===== config.mk =====
export PLATFORM = sky130hd
export DESIGN_NAME = lsu_ctrl
export DESIGN_NICKNAME = d
export VERILOG_FILES = /design/src/rtl/lsu_ctrl_pkg.sv /design/src/rtl/lsu_align.sv /design/src/rtl/lsu_ctrl.sv
export SDC_FILE = /design/constraint.sdc
export NUM_CORES = 1
export LEC_CHECK = 0
export CAP_MARGIN = 15
export CORE_UTILIZATION = 48
export CTS_CLUSTER_SIZE = 12
export DETAILED_ROUTE_END_ITERATION = 16
export PLACE_DENSITY = 0.8
export SLEW_MARGIN = 20
export SYNTH_ARGS = -nofsm -noshare
export SYNTH_HDL_FRONTEND = slang
export SYNTH_SLANG_ARGS = --single-unit

===== constraint.sdc =====
create_clock -name clk -period 5.3 [get_ports clk]
set_clock_uncertainty 0.2 [all_clocks]
set_input_delay 1.06 -clock clk [delete_from_list [all_inputs] [get_ports clk]]
set_output_delay 1.06 -clock clk [all_outputs]
set_load 0.01 [all_outputs]

===== src/rtl/lsu_ctrl_pkg.sv =====
// Shared definitions for the load/store unit: RV32I size codes, FSM
// state encoding and the alignment check used at request time.
package lsu_ctrl_pkg;

   localparam logic [2:0] F3_B  = 3'b000;
   localparam logic [2:0] F3_H  = 3'b001;
   localparam logic [2:0] F3_W  = 3'b010;
   localparam logic [2:0] F3_BU = 3'b100;
   localparam logic [2:0] F3_HU = 3'b101;

   typedef enum logic [2:0] {
      ST_IDLE = 3'd0,
      ST_RD   = 3'd1,
      ST_RMW  = 3'd2,
      ST_WR   = 3'd3,
      ST_DONE = 3'd4
   } state_t;

   // Undefined size codes are folded into the misaligned case so they
   // complete immediately without touching RAM.
   function automatic logic is_misaligned(input logic [2:0] f3, input logic [1:0] off);
      logic mis;
      case (f3)
         F3_B, F3_BU: mis = 1'b0;
         F3_H, F3_HU: mis = off[0];
         F3_W:        mis = (off != 2'b00);
         default:     mis = 1'b1;
      endcase
      return mis;
   endfunction

endpackage


===== src/rtl/lsu_align.sv =====
// Combinational data alignment: load lane extract with sign/zero extend,
// and read-modify-write merge of a byte or half into the RAM word.
module lsu_align
   import lsu_ctrl_pkg::*;
(
   input  logic [2:0]  i_funct3,
   input  logic [1:0]  i_off,
   input  logic [31:0] i_mem_rdata,
   input  logic [31:0] i_wdata,
   output logic [31:0] o_load,
   output logic [31:0] o_store
);

   logic [7:0]  byte_s;
   logic [15:0] half_s;

   // Pick the addressed lane of the RAM word and extend it to 32 bits.
   always_comb begin
      byte_s = i_mem_rdata[{i_off, 3'b000} +: 8];
      half_s = i_off[1] ? i_mem_rdata[31:16] : i_mem_rdata[15:0];
      case (i_funct3)
         F3_B:    o_load = {{24{byte_s[7]}}, byte_s};
         F3_BU:   o_load = {24'h000000, byte_s};
         F3_H:    o_load = {{16{half_s[15]}}, half_s};
         F3_HU:   o_load = {16'h0000, half_s};
         default: o_load = i_mem_rdata;
      endcase
   end

   // Overlay the store byte/half onto the current word, keeping other lanes.
   always_comb begin
      o_store = i_mem_rdata;
      case (i_funct3)
         F3_B, F3_BU: o_store[{i_off, 3'b000} +: 8]        = i_wdata[7:0];
         F3_H, F3_HU: o_store[{i_off[1], 4'b0000} +: 16]   = i_wdata[15:0];
         F3_W:        o_store = i_wdata;
         default:     o_store = i_mem_rdata;
      endcase
   end

endmodule


===== src/rtl/lsu_ctrl.sv =====
// Load/store controller between the core and a word-wide RAM without byte
// enables. Sub-word stores are done as read-modify-write. All outputs are
// registered so the RAM and core see clean, glitch-free controls.
module lsu_ctrl
   import lsu_ctrl_pkg::*;
#(
   parameter int ADDR_W = 13
) (
   input  logic              clk,
   input  logic              rst,
   input  logic              i_req,
   input  logic              i_we,
   input  logic [2:0]        i_funct3,
   input  logic [31:0]       i_addr,
   input  logic [31:0]       i_wdata,
   output logic [31:0]       o_rdata,
   output logic              o_done,
   output logic              o_misaligned,
   output logic              o_busy,
   output logic [ADDR_W-1:0] o_mem_addr,
   output logic [31:0]       o_mem_wdata,
   output logic              o_mem_wr,
   input  logic [31:0]       i_mem_rdata
);

   state_t              state_q, state_d;
   logic                we_q, we_d;
   logic [2:0]          funct3_q, funct3_d;
   logic [1:0]          off_q, off_d;
   logic [31:0]         wdata_q, wdata_d;
   logic [31:0]         rdata_q, rdata_d;
   logic [ADDR_W-1:0]   mem_addr_q, mem_addr_d;
   logic [31:0]         mem_wdata_q, mem_wdata_d;
   logic                mem_wr_q, mem_wr_d;
   logic                done_q, done_d;
   logic                misaligned_q, misaligned_d;
   logic                busy_q, busy_d;
   logic [31:0]         load_s, store_s;
   logic                unused_addr_s;

   assign unused_addr_s = ^i_addr[31:ADDR_W+2];

   lsu_align u_align (
      .i_funct3    (funct3_q),
      .i_off       (off_q),
      .i_mem_rdata (i_mem_rdata),
      .i_wdata     (wdata_q),
      .o_load      (load_s),
      .o_store     (store_s)
   );

   // Next-state and registered-output computation for the access FSM.
   always_comb begin
      state_d      = state_q;
      we_d         = we_q;
      funct3_d     = funct3_q;
      off_d        = off_q;
      wdata_d      = wdata_q;
      rdata_d      = rdata_q;
      mem_addr_d   = mem_addr_q;
      mem_wdata_d  = mem_wdata_q;
      misaligned_d = 1'b0;
      case (state_q)
         ST_IDLE: begin
            if (i_req) begin
               we_d       = i_we;
               funct3_d   = i_funct3;
               off_d      = i_addr[1:0];
               wdata_d    = i_wdata;
               mem_addr_d = i_addr[ADDR_W+1:2];
               if (is_misaligned(i_funct3, i_addr[1:0])) begin
                  state_d      = ST_DONE;
                  misaligned_d = 1'b1;
               end else if (!i_we) begin
                  state_d = ST_RD;
               end else if (i_funct3 == F3_W) begin
                  state_d     = ST_WR;
                  mem_wdata_d = i_wdata;
               end else begin
                  state_d = ST_RMW;
               end
            end else begin
               state_d = ST_IDLE;
            end
         end
         ST_RD: begin
            if (!we_q) begin
               rdata_d = load_s;
            end else begin
               rdata_d = rdata_q;
            end
            state_d = ST_DONE;
         end
         ST_RMW: begin
            mem_wdata_d = store_s;
            state_d     = ST_WR;
         end
         ST_WR:   state_d = ST_DONE;
         ST_DONE: state_d = ST_IDLE;
         default: state_d = ST_IDLE;
      endcase
      done_d   = (state_d == ST_DONE);
      mem_wr_d = (state_d == ST_WR);
      busy_d   = (state_d != ST_IDLE);
   end

   // State and output registers; reset clears everything at once.
   always_ff @(posedge clk or posedge rst) begin
      if (rst) begin
         state_q      <= ST_IDLE;
         we_q         <= 1'b0;
         funct3_q     <= 3'b000;
         off_q        <= 2'b00;
         wdata_q      <= 32'h0000_0000;
         rdata_q      <= 32'h0000_0000;
         mem_addr_q   <= '0;
         mem_wdata_q  <= 32'h0000_0000;
         mem_wr_q     <= 1'b0;
         done_q       <= 1'b0;
         misaligned_q <= 1'b0;
         busy_q       <= 1'b0;
      end else begin
         state_q      <= state_d;
         we_q         <= we_d;
         funct3_q     <= funct3_d;
         off_q        <= off_d;
         wdata_q      <= wdata_d;
         rdata_q      <= rdata_d;
         mem_addr_q   <= mem_addr_d;
         mem_wdata_q  <= mem_wdata_d;
         mem_wr_q     <= mem_wr_d;
         done_q       <= done_d;
         misaligned_q <= misaligned_d;
         busy_q       <= busy_d;
      end
   end

   assign o_rdata      = rdata_q;
   assign o_done       = done_q;
   assign o_misaligned = misaligned_q;
   assign o_busy       = busy_q;
   assign o_mem_addr   = mem_addr_q;
   assign o_mem_wdata  = mem_wdata_q;
   assign o_mem_wr     = mem_wr_q;

endmodule


; After elaboration in Yosys (flattened, before gate mapping)
; Index checks and enable logic that the tools add are counted.
[totals]
out_inout_bits = 81
register_bits = 122
in_bits = 103
wordCells = 72
[op_classes]
bitwise = 1
mux = 21
eq_ne = 17
shifts = 5
addsub = 2
n_reduce_logical = 14
[op_table]
columns = op, count
row1 = 2-to-1 mux 32 bit, 4
row2 = one-hot mux 32 bit (4 select lines), 1
row3 = one-hot mux 32 bit (3 select lines), 1
row4 = bitwise mux 32 bit, 2
row5 = one-hot mux 32 bit (2 select lines), 1
row6 = "variable shift 16 x 7 -> 32 bit, first input constant", 1
row7 = "variable shift 8 x 7 -> 32 bit, first input constant", 1
row8 = indexed part select 16 x 7 -> 32 bit, 1
row9 = indexed part select 32 x 6 -> 8 bit, 1
row10 = indexed part select 8 x 7 -> 32 bit, 1
row11 = 2-to-1 mux 16 bit, 1
row12 = "== test 3 x 2 -> 1 bit, second input constant", 5
row13 = "== test 3 bit, second input constant", 5
row14 = negation 5 -> 7 bit, 2
row15 = OR reduction 2 bit, 5
row16 = "== test 3 x 1 -> 1 bit, second input constant", 3
row17 = logical NOT 3 bit, 3
row18 = one-hot mux 3 bit (3 select lines), 1
row19 = "!= test 2 bit, second input constant", 4
row20 = 2-to-1 mux 1 bit, 6
row21 = 2-to-1 mux 3 bit, 2
row22 = AND reduction 5 bit, 1
row23 = AND reduction 2 bit, 2
row24 = nonzero test 2 bit, 2
row25 = other kinds (4), 4

; Longest topological paths before layout
; Gate-level depths: netlist of run 1.
[depth]
depth_word = 9
mapped_depth = 10
ltp_nobuf = 7

; Cells and area by module
; A second synthesis of run 1 with hierarchy kept.
[unflattened]
hier_cells = 643
hier_area_um2 = 6944.2
[by_module_without_submodules]
columns = module, area_each_um2, cells_each, n_inst, seq_area_each_um2
row1 = lsu_ctrl, 5361.4, 397, 1, 3052.9
row2 = lsu_align, 1582.8, 246, 1, 0.0

; Least setup slack after synthesis of run 1
; OpenSTA, ideal clock, no wires.
[synth_path]
path_type = in2reg
start = in i_mem_rdata[31]
end = reg rdata_q[10] (netlist: o_rdata[10])
setup_ns = 0.140
arrival_ns = 2.064
stages = 3
t_required_ns = 4.960
path_slack_ns = 2.896
n_path_buf = 0
path_cell_list = mux4_2 > a311oi_4 > a21oi_1
[synth_between]
elab_chain_cells = 2
[synth_lines]
columns = item, line
row1 = start: declaration, lsu_ctrl.sv:23  ; input logic [31:0] i_mem_rdata
row2 = indexed part select 32 x 6 -> 8 bit, lsu_align.sv:19  ; byte_s = i_mem_rdata[{i_off, 3'b000} +: 8];
row3 = one-hot mux 32 bit (4 select lines), lsu_align.sv:21  ; case (i_funct3)
row4 = end signal: assignment, lsu_ctrl.sv:128  ; rdata_q <= rdata_d;
row5 = end: declaration, lsu_ctrl.sv:31  ; logic [31:0] rdata_q, rdata_d;
; No other way between the ends.
; A chain may end at the register's enable or synchronous reset.

; Final worst setup path of run 1
[layout_path]
start = in i_funct3[0]
end = reg mem_wdata_q[19] (netlist: o_mem_wdata[19])
[layout_between]
elab_chain_cells = 7
[layout_lines]
columns = item, line
row1 = start: declaration, lsu_ctrl.sv:13  ; input logic [2:0] i_funct3,
row2 = == test 3 x 1 -> 1 bit (tied with other cells), lsu_ctrl_pkg.sv:23  ; case (f3)
row3 = OR reduction 2 bit, lsu_ctrl_pkg.sv:23
row4 = one-hot mux 1 bit (3 select lines), lsu_ctrl_pkg.sv:23
row5 = 2-to-1 mux 1 bit, lsu_ctrl.sv:65  ; if (i_req) begin
row6 = 2-to-1 mux 1 bit, lsu_ctrl.sv:63  ; case (state_q)
row7 = != test 2 bit (no line), n/a
row8 = AND reduction 5 bit (no line) *, n/a
row9 = end signal: assignment, lsu_ctrl.sv:130  ; mem_wdata_q <= mem_wdata_d;
row10 = end: declaration, lsu_ctrl.sv:33  ; logic [31:0] mem_wdata_q, mem_wdata_d;
; Mark *: on every way between the ends. The rest lies on a longest branch, timed or not. The select of a mux whose other input is x is not followed.

==> flow_results.xml, run 1 <==
<?xml version="1.0" encoding="UTF-8"?>
<metrics>
  <group name="cells_and_area">
    <metric name="final_layout_size_suffix_gt1_share" unit="%">13.58</metric>
    <metric name="area_growth" unit="%">35.96</metric>
    <metric name="layout.cells.non_filler" unit="">945</metric>
    <metric name="finish.net_count" unit="">868</metric>
    <metric name="stdcell_area" unit="um^2">8752</metric>
    <metric name="antenna-diode-count" unit="">0</metric>
  </group>
  <group name="grt">
    <metric name="track_usage" unit="%">29.76</metric>
    <metric name="number_of_antenna_violations_at_the_first_check_in_global_routing" unit="">0</metric>
    <metric name="grt_pass1_vias" unit="">5560</metric>
    <metric name="grt_start_max_net_pins" unit="">63</metric>
    <metric name="grt_first_pass_wirelength" unit="um">31560</metric>
    <metric name="overflow" unit="">0</metric>
  </group>
  <group name="floorplanning">
    <metric name="design.die.area" unit="um^2">13880</metric>
    <metric name="die_y" unit="um">117.8</metric>
    <metric name="core" unit="um^2">12820</metric>
    <metric name="die_w" unit="um">117.8</metric>
    <metric name="floorplan.rows" unit="">41</metric>
    <metric name="io_pins" unit="">184</metric>
    <metric name="initial_utilization" unit="%">50.20</metric>
  </group>
  <group name="power">
    <metric name="register_share_of_total_power" unit="%">31.9</metric>
    <metric name="pwr-share-comb" unit="%">47.8</metric>
    <metric name="finalPower" unit="mW">5.734</metric>
    <metric name="clock_power_share" unit="%">20.2</metric>
    <metric name="irDropWorstVdd" unit="mV">0.3199</metric>
    <metric name="cellInternalPower" unit="mW">3.528</metric>
    <metric name="power_switching" unit="mW">2.206</metric>
    <metric name="static-leakage-power" unit="nW">3.779</metric>
    <metric name="power_density" unit="nW/um^2">655.2</metric>
    <metric name="sw_frac_of_total" unit="%">38.47</metric>
  </group>
  <group name="worst_hold_path">
    <metric name="holdCritPathClass" unit="">reg2reg</metric>
  </group>
  <group name="clocking">
    <metric name="tritoncts.num_buffers" unit="">17</metric>
    <metric name="ctsHtreeMaxLevel" unit="">4</metric>
    <metric name="clock_insertion_delay_worst_skew" unit="ns">0.42</metric>
    <metric name="cts-root-to-sink-buffers" unit="">2</metric>
    <metric name="clock_tree_from_tritoncts" unit="">built</metric>
    <metric name="worst_setup_hold_path_clk_slew" unit="ns">0.05</metric>
    <metric name="cts_resized" unit="">0</metric>
    <metric name="postCtsSetupRepairBufs" unit="">0</metric>
    <metric name="holdBufCountCts" unit="">0</metric>
    <metric name="clockRootBuffer" unit="">clkbuf_16</metric>
    <metric name="cts.sink_count" unit="">122</metric>
  </group>
  <group name="setup_path">
    <metric name="worstPathBufferInverterCount" unit="">1</metric>
    <metric name="cp_slowest_cell" unit="">or3_2</metric>
    <metric name="critPathMaxStageDelay" unit="ns">0.89</metric>
    <metric name="critical-path-top-delay-family" unit="">simple AND/OR/NAND/NOR gates</metric>
    <metric name="crit_path_cell_trace" unit="">clkdlybuf4s50_1, nor2_1, nand2_1, or3_2, mux2i_1, a22oi_1</metric>
    <metric name="critical_path_peak_fanout" unit="">33</metric>
    <metric name="timing.critical_path.from_type" unit="">primary input</metric>
    <metric name="worstPathRequired" unit="ns">5.36</metric>
    <metric name="cp-end-kind" unit="">flip-flop</metric>
    <metric name="crit_arrival" unit="ns">3.17</metric>
    <metric name="kind_of_critical_path" unit="">in2reg</metric>
  </group>
  <group name="sta">
    <metric name="report.final.hold_viol_count" unit="">0</metric>
    <metric name="max_clock_freq" unit="MHz">321.2</metric>
    <metric name="fin_crit_sh" unit="%">58.74</metric>
    <metric name="tightest_slew" unit="ns">1.119</metric>
    <metric name="final_critical_path_time_including_i_o_delays_and_setup" unit="ns">3.113</metric>
    <metric name="report.final.slew_viol_count" unit="">0</metric>
    <metric name="max-slew-margin-rel" unit="%">25.43</metric>
    <metric name="rsz0062_at_grt" unit="">false</metric>
    <metric name="final.setup.worst_slack" unit="ns">2.187</metric>
    <metric name="finalSetupTns" unit="ns">0</metric>
    <metric name="finalSetupViolCount" unit="">0</metric>
  </group>
  <group name="detailed_routing">
    <metric name="drt_first_pass_iters" unit="">5</metric>
    <metric name="drtAntennaViolNets" unit="">0</metric>
    <metric name="drt-vias-per-instance" unit="">6.053</metric>
    <metric name="routed_wire_length_per_instance" unit="um">21.29</metric>
    <metric name="finalWirelength" unit="um">20120</metric>
    <metric name="vias" unit="">5720</metric>
    <metric name="drt_first_iter_violations" unit="">600</metric>
    <metric name="detail_route.drc_violations" unit="">0</metric>
  </group>
  <group name="synth">
    <metric name="synth_flop_cell" unit="">dfrtp_1</metric>
    <metric name="ys_ff_latch" unit="">122</metric>
    <metric name="synthesis.nets" unit="">722</metric>
    <metric name="syn_inst" unit="">614</metric>
    <metric name="synth-edff-count" unit="">0</metric>
    <metric name="netlist-cell-type-count" unit="">52</metric>
    <metric name="part_of_the_yosys_area_used_for_sequential_elements" unit="%">47.42</metric>
    <metric name="synthesis.yosys.warnings" unit="">0</metric>
    <metric name="synth_area" unit="um^2">6437</metric>
    <metric name="synth_async_sr_flop_share" unit="%">100.0</metric>
    <metric name="avgSynthCellArea" unit="um^2">10.48</metric>
  </group>
  <group name="placement">
    <metric name="placement.cell_area" unit="um^2">8163</metric>
    <metric name="detailedPlace.worstSlack" unit="ns">1.755</metric>
    <metric name="gp_congestion" unit="">0.8741</metric>
    <metric name="hpwl" unit="um">13790</metric>
    <metric name="placed_cells_incl_taps" unit="">913</metric>
    <metric name="portBuffers" unit="">166</metric>
  </group>
  <group name="flow_run">
    <metric name="max-cap-violations" unit="">0</metric>
  </group>
  <group name="run_status">
    <metric name="run_status" unit="">finished, final reports clean</metric>
  </group>
</metrics>
## routing by layer
metal	share of wire [%]	vias up	routed length, um	GRT usage (%)
met4	2.5	0	509	10.66
met3	7.2	38	1443	7.364
li1	-	2572	-	-
met1	43	2837	8640	40.14
met2	47	273	9521	46.47
met5	0	-	0	0
## worst paths after layout
check                                       startpoint                           to  slack, ns  depth (start not counted)
worst min-delay path            o_rdata[0]$_DFFE_PP0P_       o_rdata[0]$_DFFE_PP0P_       0.29                          1
worst max register to register    off_q[1]$_DFFE_PP0P_  o_mem_wdata[13]$_DFFE_PP0P_       2.33                          8
max in group asynchronous                          rst  o_mem_wdata[10]$_DFFE_PP0P_       3.13                          3
worst max-delay path                       i_funct3[0]  o_mem_wdata[19]$_DFFE_PP0P_       2.19                          6
worst min register to register  o_rdata[0]$_DFFE_PP0P_       o_rdata[0]$_DFFE_PP0P_       0.29                          1
min in group asynchronous                          rst    o_mem_addr[4]$_DFFE_PP0P_       0.95                          2
## power by group through the flow
stage               clock [mW]  sequential, mW  combinational, mW
finish                    1.16            1.83               2.74
global route              1.21            1.88               2.96
CTS                       1.17            1.82               2.74
detailed placement           0            1.82               2.71
global placement             0            1.80               2.66
floorplan                    0            1.82               1.56
## per-stage QoR
step | hold WS, ns | util (%)
final | 0.2902 | 68.24
after global routing | 0.3037 | 68.24
after CTS | 0.2923 | 68.24
after detailed placement | 0.2807 | 63.65
after global placement | 0.2757 | 63.65
after floorplan | 0.2806 | -
## area by class of cell
cell class / instances / area [um^2]
flip-flops and latches: 122 / 3054
repair buffers: 174 / 1734
inverters: 13 / 51.30
clock buffers: 24 / 471.7
well taps: 172 / 215.2
fillers: 999 / 4073
multi-input cells: 432 / 3108
clock inverters: 8 / 117.6
## synthesized netlist by cell type, types with 7 or more instances
| master | n | share of area (%) |
|---|---|---|
| a211oi_1 | 13 | 1.5 |
| a21oi_1 | 40 | 3.1 |
| a221oi_1 | 15 | 2.0 |
| a22o_1 | 9 | 1.2 |
| a22oi_1 | 12 | 1.4 |
| a31oi_1 | 7 | 0.68 |
| buf_2 | 21 | 1.6 |
| clkbuf_1 | 16 | 0.93 |
| dfrtp_1 | 122 | 47 |
| inv_1 | 13 | 0.76 |
| mux2_2 | 55 | 9.6 |
| mux2i_1 | 42 | 6.5 |
| nand2_1 | 56 | 3.3 |
| nand2b_1 | 9 | 0.87 |
| nand3_1 | 34 | 2.6 |
| nand3b_1 | 8 | 0.93 |
| nor2_1 | 25 | 1.5 |
| nor2b_1 | 7 | 0.68 |
| o21ai_0 | 36 | 2.8 |
| o22ai_1 | 8 | 0.78 |
## state kept, by name, indices dropped and copies added (netlist names)
name,count
funct3_q,3
o_busy,1
o_done,1
o_mem_addr,13
o_mem_wdata,32
o_mem_wr,1
o_misaligned,1
o_rdata,32
off_q,2
state_q,3
wdata_q,32
we_q,1
## cell families after synthesis
family          after synthesis  synth area share (%)
flops                       122                 47.42
mux                          98                 16.50
buf+inv                      60                 4.607
fa+ha+maj                     5                0.9718
simple gates                160                 12.77
compound gates              169                 17.73
## cells in the final DEF (no fill, tap or decap), drive strengths merged, types with 12 or more instances in the layout
master,n
a21oi,40
nand3,34
nand2,56
inv,13
a211oi,13
mux2i,42
a221oi,15
clkdlybuf4s50,166
clkbuf,24
nor2,26
o21ai,38
mux2,55
a22oi,12
dfrtp,122
No activity file was read; power rests on OpenSTA's default activity.
==> inputs of run 2 (changes only) <==
==> constraint.sdc (replaced) <==
create_clock -name clk -period 3.2 [get_ports clk]
set_clock_uncertainty 0.2 [all_clocks]
set_input_delay 0.64 -clock clk [delete_from_list [all_inputs] [get_ports clk]]
set_output_delay 0.64 -clock clk [all_outputs]
set_load 0.01 [all_outputs]
==> run 2 against run 1 <==
Net effect:
- routed wire length shrank 0.77%
- count of clock-buffer cells in the layout decreased by 3
- global-route usage increased by 0.22 points
- core utilization is 0.62 points higher
- combinational power is 67% higher
- flip-flop and latch count unchanged
- sequential share of layout area down 0.32 points
==> flow_results.xml, run 2 (synthesis gave the netlist of run 1 again) <==
<?xml version="1.0" encoding="UTF-8"?>
<metrics>
  <group name="run_status">
    <metric name="run_status" unit="">finished, final reports clean</metric>
  </group>
  <group name="detailed_routing">
    <metric name="routed_wire_length_per_instance" unit="um">20.94</metric>
    <metric name="vias" unit="">5658</metric>
    <metric name="drt_first_pass_iters" unit="">6</metric>
    <metric name="detail_route.drc_violations" unit="">0</metric>
    <metric name="drtAntennaViolNets" unit="">0</metric>
    <metric name="drt_first_iter_violations" unit="">454</metric>
    <metric name="drt-vias-per-instance" unit="">5.937</metric>
    <metric name="finalWirelength" unit="um">19960</metric>
  </group>
  <group name="sta">
    <metric name="tightest_slew" unit="ns">0.8595</metric>
    <metric name="max-slew-margin-rel" unit="%">42.46</metric>
    <metric name="finalSetupViolCount" unit="">0</metric>
    <metric name="rsz0062_at_grt" unit="">false</metric>
    <metric name="report.final.hold_viol_count" unit="">0</metric>
    <metric name="report.final.slew_viol_count" unit="">0</metric>
    <metric name="fin_crit_sh" unit="%">82.63</metric>
    <metric name="final_critical_path_time_including_i_o_delays_and_setup" unit="ns">2.644</metric>
    <metric name="final.setup.worst_slack" unit="ns">0.5558</metric>
    <metric name="finalSetupTns" unit="ns">0</metric>
    <metric name="max_clock_freq" unit="MHz">378.2</metric>
  </group>
  <group name="clocking">
    <metric name="holdBufCountCts" unit="">0</metric>
    <metric name="postCtsSetupRepairBufs" unit="">0</metric>
    <metric name="clockRootBuffer" unit="">clkbuf_16</metric>
    <metric name="worst_setup_hold_path_clk_slew" unit="ns">0.05</metric>
    <metric name="cts_resized" unit="">0</metric>
    <metric name="cts-root-to-sink-buffers" unit="">2</metric>
    <metric name="ctsHtreeMaxLevel" unit="">4</metric>
    <metric name="clock_tree_from_tritoncts" unit="">built</metric>
    <metric name="tritoncts.num_buffers" unit="">17</metric>
    <metric name="cts.sink_count" unit="">122</metric>
    <metric name="clock_insertion_delay_worst_skew" unit="ns">0.43</metric>
  </group>
  <group name="cells_and_area">
    <metric name="layout.cells.most_common_list" unit="">clkdlybuf4s50_1, dfrtp_1, nand2_1, mux2_2, mux2i_1</metric>
    <metric name="layout.cells.non_filler" unit="">953</metric>
    <metric name="filler_cell_count" unit="">977</metric>
    <metric name="mostFrequentLayoutCell" unit="">clkdlybuf4s50_1</metric>
    <metric name="final_layout_size_suffix_gt1_share" unit="%">14.98</metric>
    <metric name="antenna-diode-count" unit="">0</metric>
    <metric name="finish.net_count" unit="">878</metric>
    <metric name="area_growth" unit="%">37.20</metric>
  </group>
  <group name="setup_path">
    <metric name="timing.critical_path.from_type" unit="">flip-flop</metric>
    <metric name="cp-end-kind" unit="">flip-flop</metric>
    <metric name="worstPathRequired" unit="ns">3.32</metric>
    <metric name="critPathMaxStageDelay" unit="ns">0.62</metric>
    <metric name="kind_of_critical_path" unit="">reg2reg</metric>
    <metric name="crit_arrival" unit="ns">2.77</metric>
    <metric name="crit_path_cell_trace" unit="">buf_12, nor4b_4, and3_1, a22o_1, a211oi_1, a21oi_1</metric>
    <metric name="critical_path_peak_fanout" unit="">43</metric>
    <metric name="cp_slowest_cell" unit="">dfrtp_2</metric>
    <metric name="critical-path-top-delay-family" unit="">simple AND/OR/NAND/NOR gates</metric>
    <metric name="worstPathBufferInverterCount" unit="">1</metric>
  </group>
  <group name="floorplanning">
    <metric name="floorplan.rows" unit="">41</metric>
    <metric name="core" unit="um^2">12820</metric>
    <metric name="die_y" unit="um">117.8</metric>
    <metric name="initial_utilization" unit="%">50.20</metric>
    <metric name="die_w" unit="um">117.8</metric>
    <metric name="design.die.area" unit="um^2">13880</metric>
    <metric name="io_pins" unit="">184</metric>
  </group>
  <group name="power">
    <metric name="sw_frac_of_total" unit="%">38.57</metric>
    <metric name="clock_power_share" unit="%">19.6</metric>
    <metric name="static-leakage-power" unit="nW">3.826</metric>
    <metric name="finalPower" unit="mW">9.519</metric>
    <metric name="pwr-share-comb" unit="%">48.0</metric>
    <metric name="power_switching" unit="mW">3.672</metric>
    <metric name="power_density" unit="nW/um^2">1078</metric>
    <metric name="irDropWorstVdd" unit="mV">0.5498</metric>
    <metric name="cellInternalPower" unit="mW">5.847</metric>
    <metric name="register_share_of_total_power" unit="%">32.4</metric>
  </group>
  <group name="placement">
    <metric name="detailedPlace.worstSlack" unit="ns">0.4561</metric>
    <metric name="portBuffers" unit="">166</metric>
    <metric name="placed_cells_incl_taps" unit="">923</metric>
    <metric name="hpwl" unit="um">14270</metric>
    <metric name="gp_congestion" unit="">0.9593</metric>
  </group>
  <group name="grt">
    <metric name="number_of_antenna_violations_at_the_first_check_in_global_routing" unit="">0</metric>
    <metric name="track_usage" unit="%">29.98</metric>
    <metric name="overflow" unit="">0</metric>
    <metric name="grt_pass1_vias" unit="">5695</metric>
    <metric name="grt_start_max_net_pins" unit="">123</metric>
    <metric name="grt_first_pass_wirelength" unit="um">31770</metric>
  </group>
  <group name="worst_hold_path">
    <metric name="holdCritPathClass" unit="">reg2reg</metric>
  </group>
  <group name="flow_run">
    <metric name="max-cap-violations" unit="">0</metric>
  </group>
</metrics>
## run 2: cell count changes in the layout (fill, tap and decap cells not counted)
| cell | change |
|---|---|
| clkinv_2 | +2 |
| buf_12 | +2 |
| clkbuf_1 | -4 |
| clkbuf_8 | +1 |
| inv_4 | -1 |
| bufinv_16 | -1 |
| buf_4 | +8 |
| clkinvlp_4 | +1 |
## run 2: worst paths after layout
| kind | startpoint | endpoint | slack, ns | cells past startpoint |
|---|---|---|---|---|
| max in group asynchronous | rst | o_mem_addr[4]$_DFFE_PP0P_ | 1.72 | 3 |
| min in group asynchronous | rst | state_q[1]$_DFF_PP0_ | 0.49 | 3 |
| hold reg to reg | o_rdata[21]$_DFFE_PP0P_ | o_rdata[21]$_DFFE_PP0P_ | 0.29 | 2 |
| hold / removal | o_rdata[21]$_DFFE_PP0P_ | o_rdata[21]$_DFFE_PP0P_ | 0.29 | 2 |
| setup reg to reg | funct3_q[1]$_DFFE_PP0P_ | o_mem_wdata[13]$_DFFE_PP0P_ | 0.56 | 6 |
| setup / recovery | funct3_q[1]$_DFFE_PP0P_ | o_mem_wdata[13]$_DFFE_PP0P_ | 0.56 | 6 |
## run 2: layout make-up
type | instances | area, um^2 | area share [%]
clock buffers | 21 | 470.5 | 5.327
flip-flops and latches | 122 | 3054 | 34.58
repair buffers | 184 | 1834 | 20.77
multi-input cells | 432 | 3108 | 35.19
inverters | 13 | 52.55 | 0.5950
clock inverters | 9 | 97.59 | 1.105
well taps | 172 | 215.2 | 2.437
## run 2: per-layer routing
layer	track usage, %	part of all wire (%)	vias up
li1	-	-	2588
met1	40.77	44	2772
met5	0	0	-
met2	46.10	46	256
met4	12.50	2.8	0
met3	6.831	7.0	42
## run 2: worst register-to-register path, cell delays in order (launching register included)
cell      delay (ns)
dfrtp_2         0.62
buf_12          0.29
nor4b_4         0.50
and3_1          0.43
a22o_1          0.19
a211oi_1        0.05
a21oi_1         0.24
## run 2: through the flow
| step | util [%] | hold WS (ns) | instance area [um^2] |
|---|---|---|---|
| 6_report | 68.87 | 0.2891 | 8832 |
| 5_1_grt | 68.87 | 0.3160 | 8832 |
| 4_1_cts | 68.87 | 0.2930 | 8832 |
| 3_5_place_dp | 64.44 | 0.2816 | 8264 |
| 3_3_place_gp | 64.44 | 0.2746 | 8264 |
| 2_1_floorplan | - | 0.2806 | 6441 |
## run 2: power by group through the flow
| stage | combinational [mW] | clock (mW) | sequential [mW] |
|---|---|---|---|
| 2_1_floorplan | 2.58 | 0 | 3.01 |
| 5_1_grt | 4.94 | 1.95 | 3.16 |
| 3_3_place_gp | 4.44 | 0 | 3.03 |
| 6_report | 4.57 | 1.87 | 3.08 |
| 4_1_cts | 4.58 | 1.89 | 3.06 |
| 3_5_place_dp | 4.54 | 0 | 3.07 |
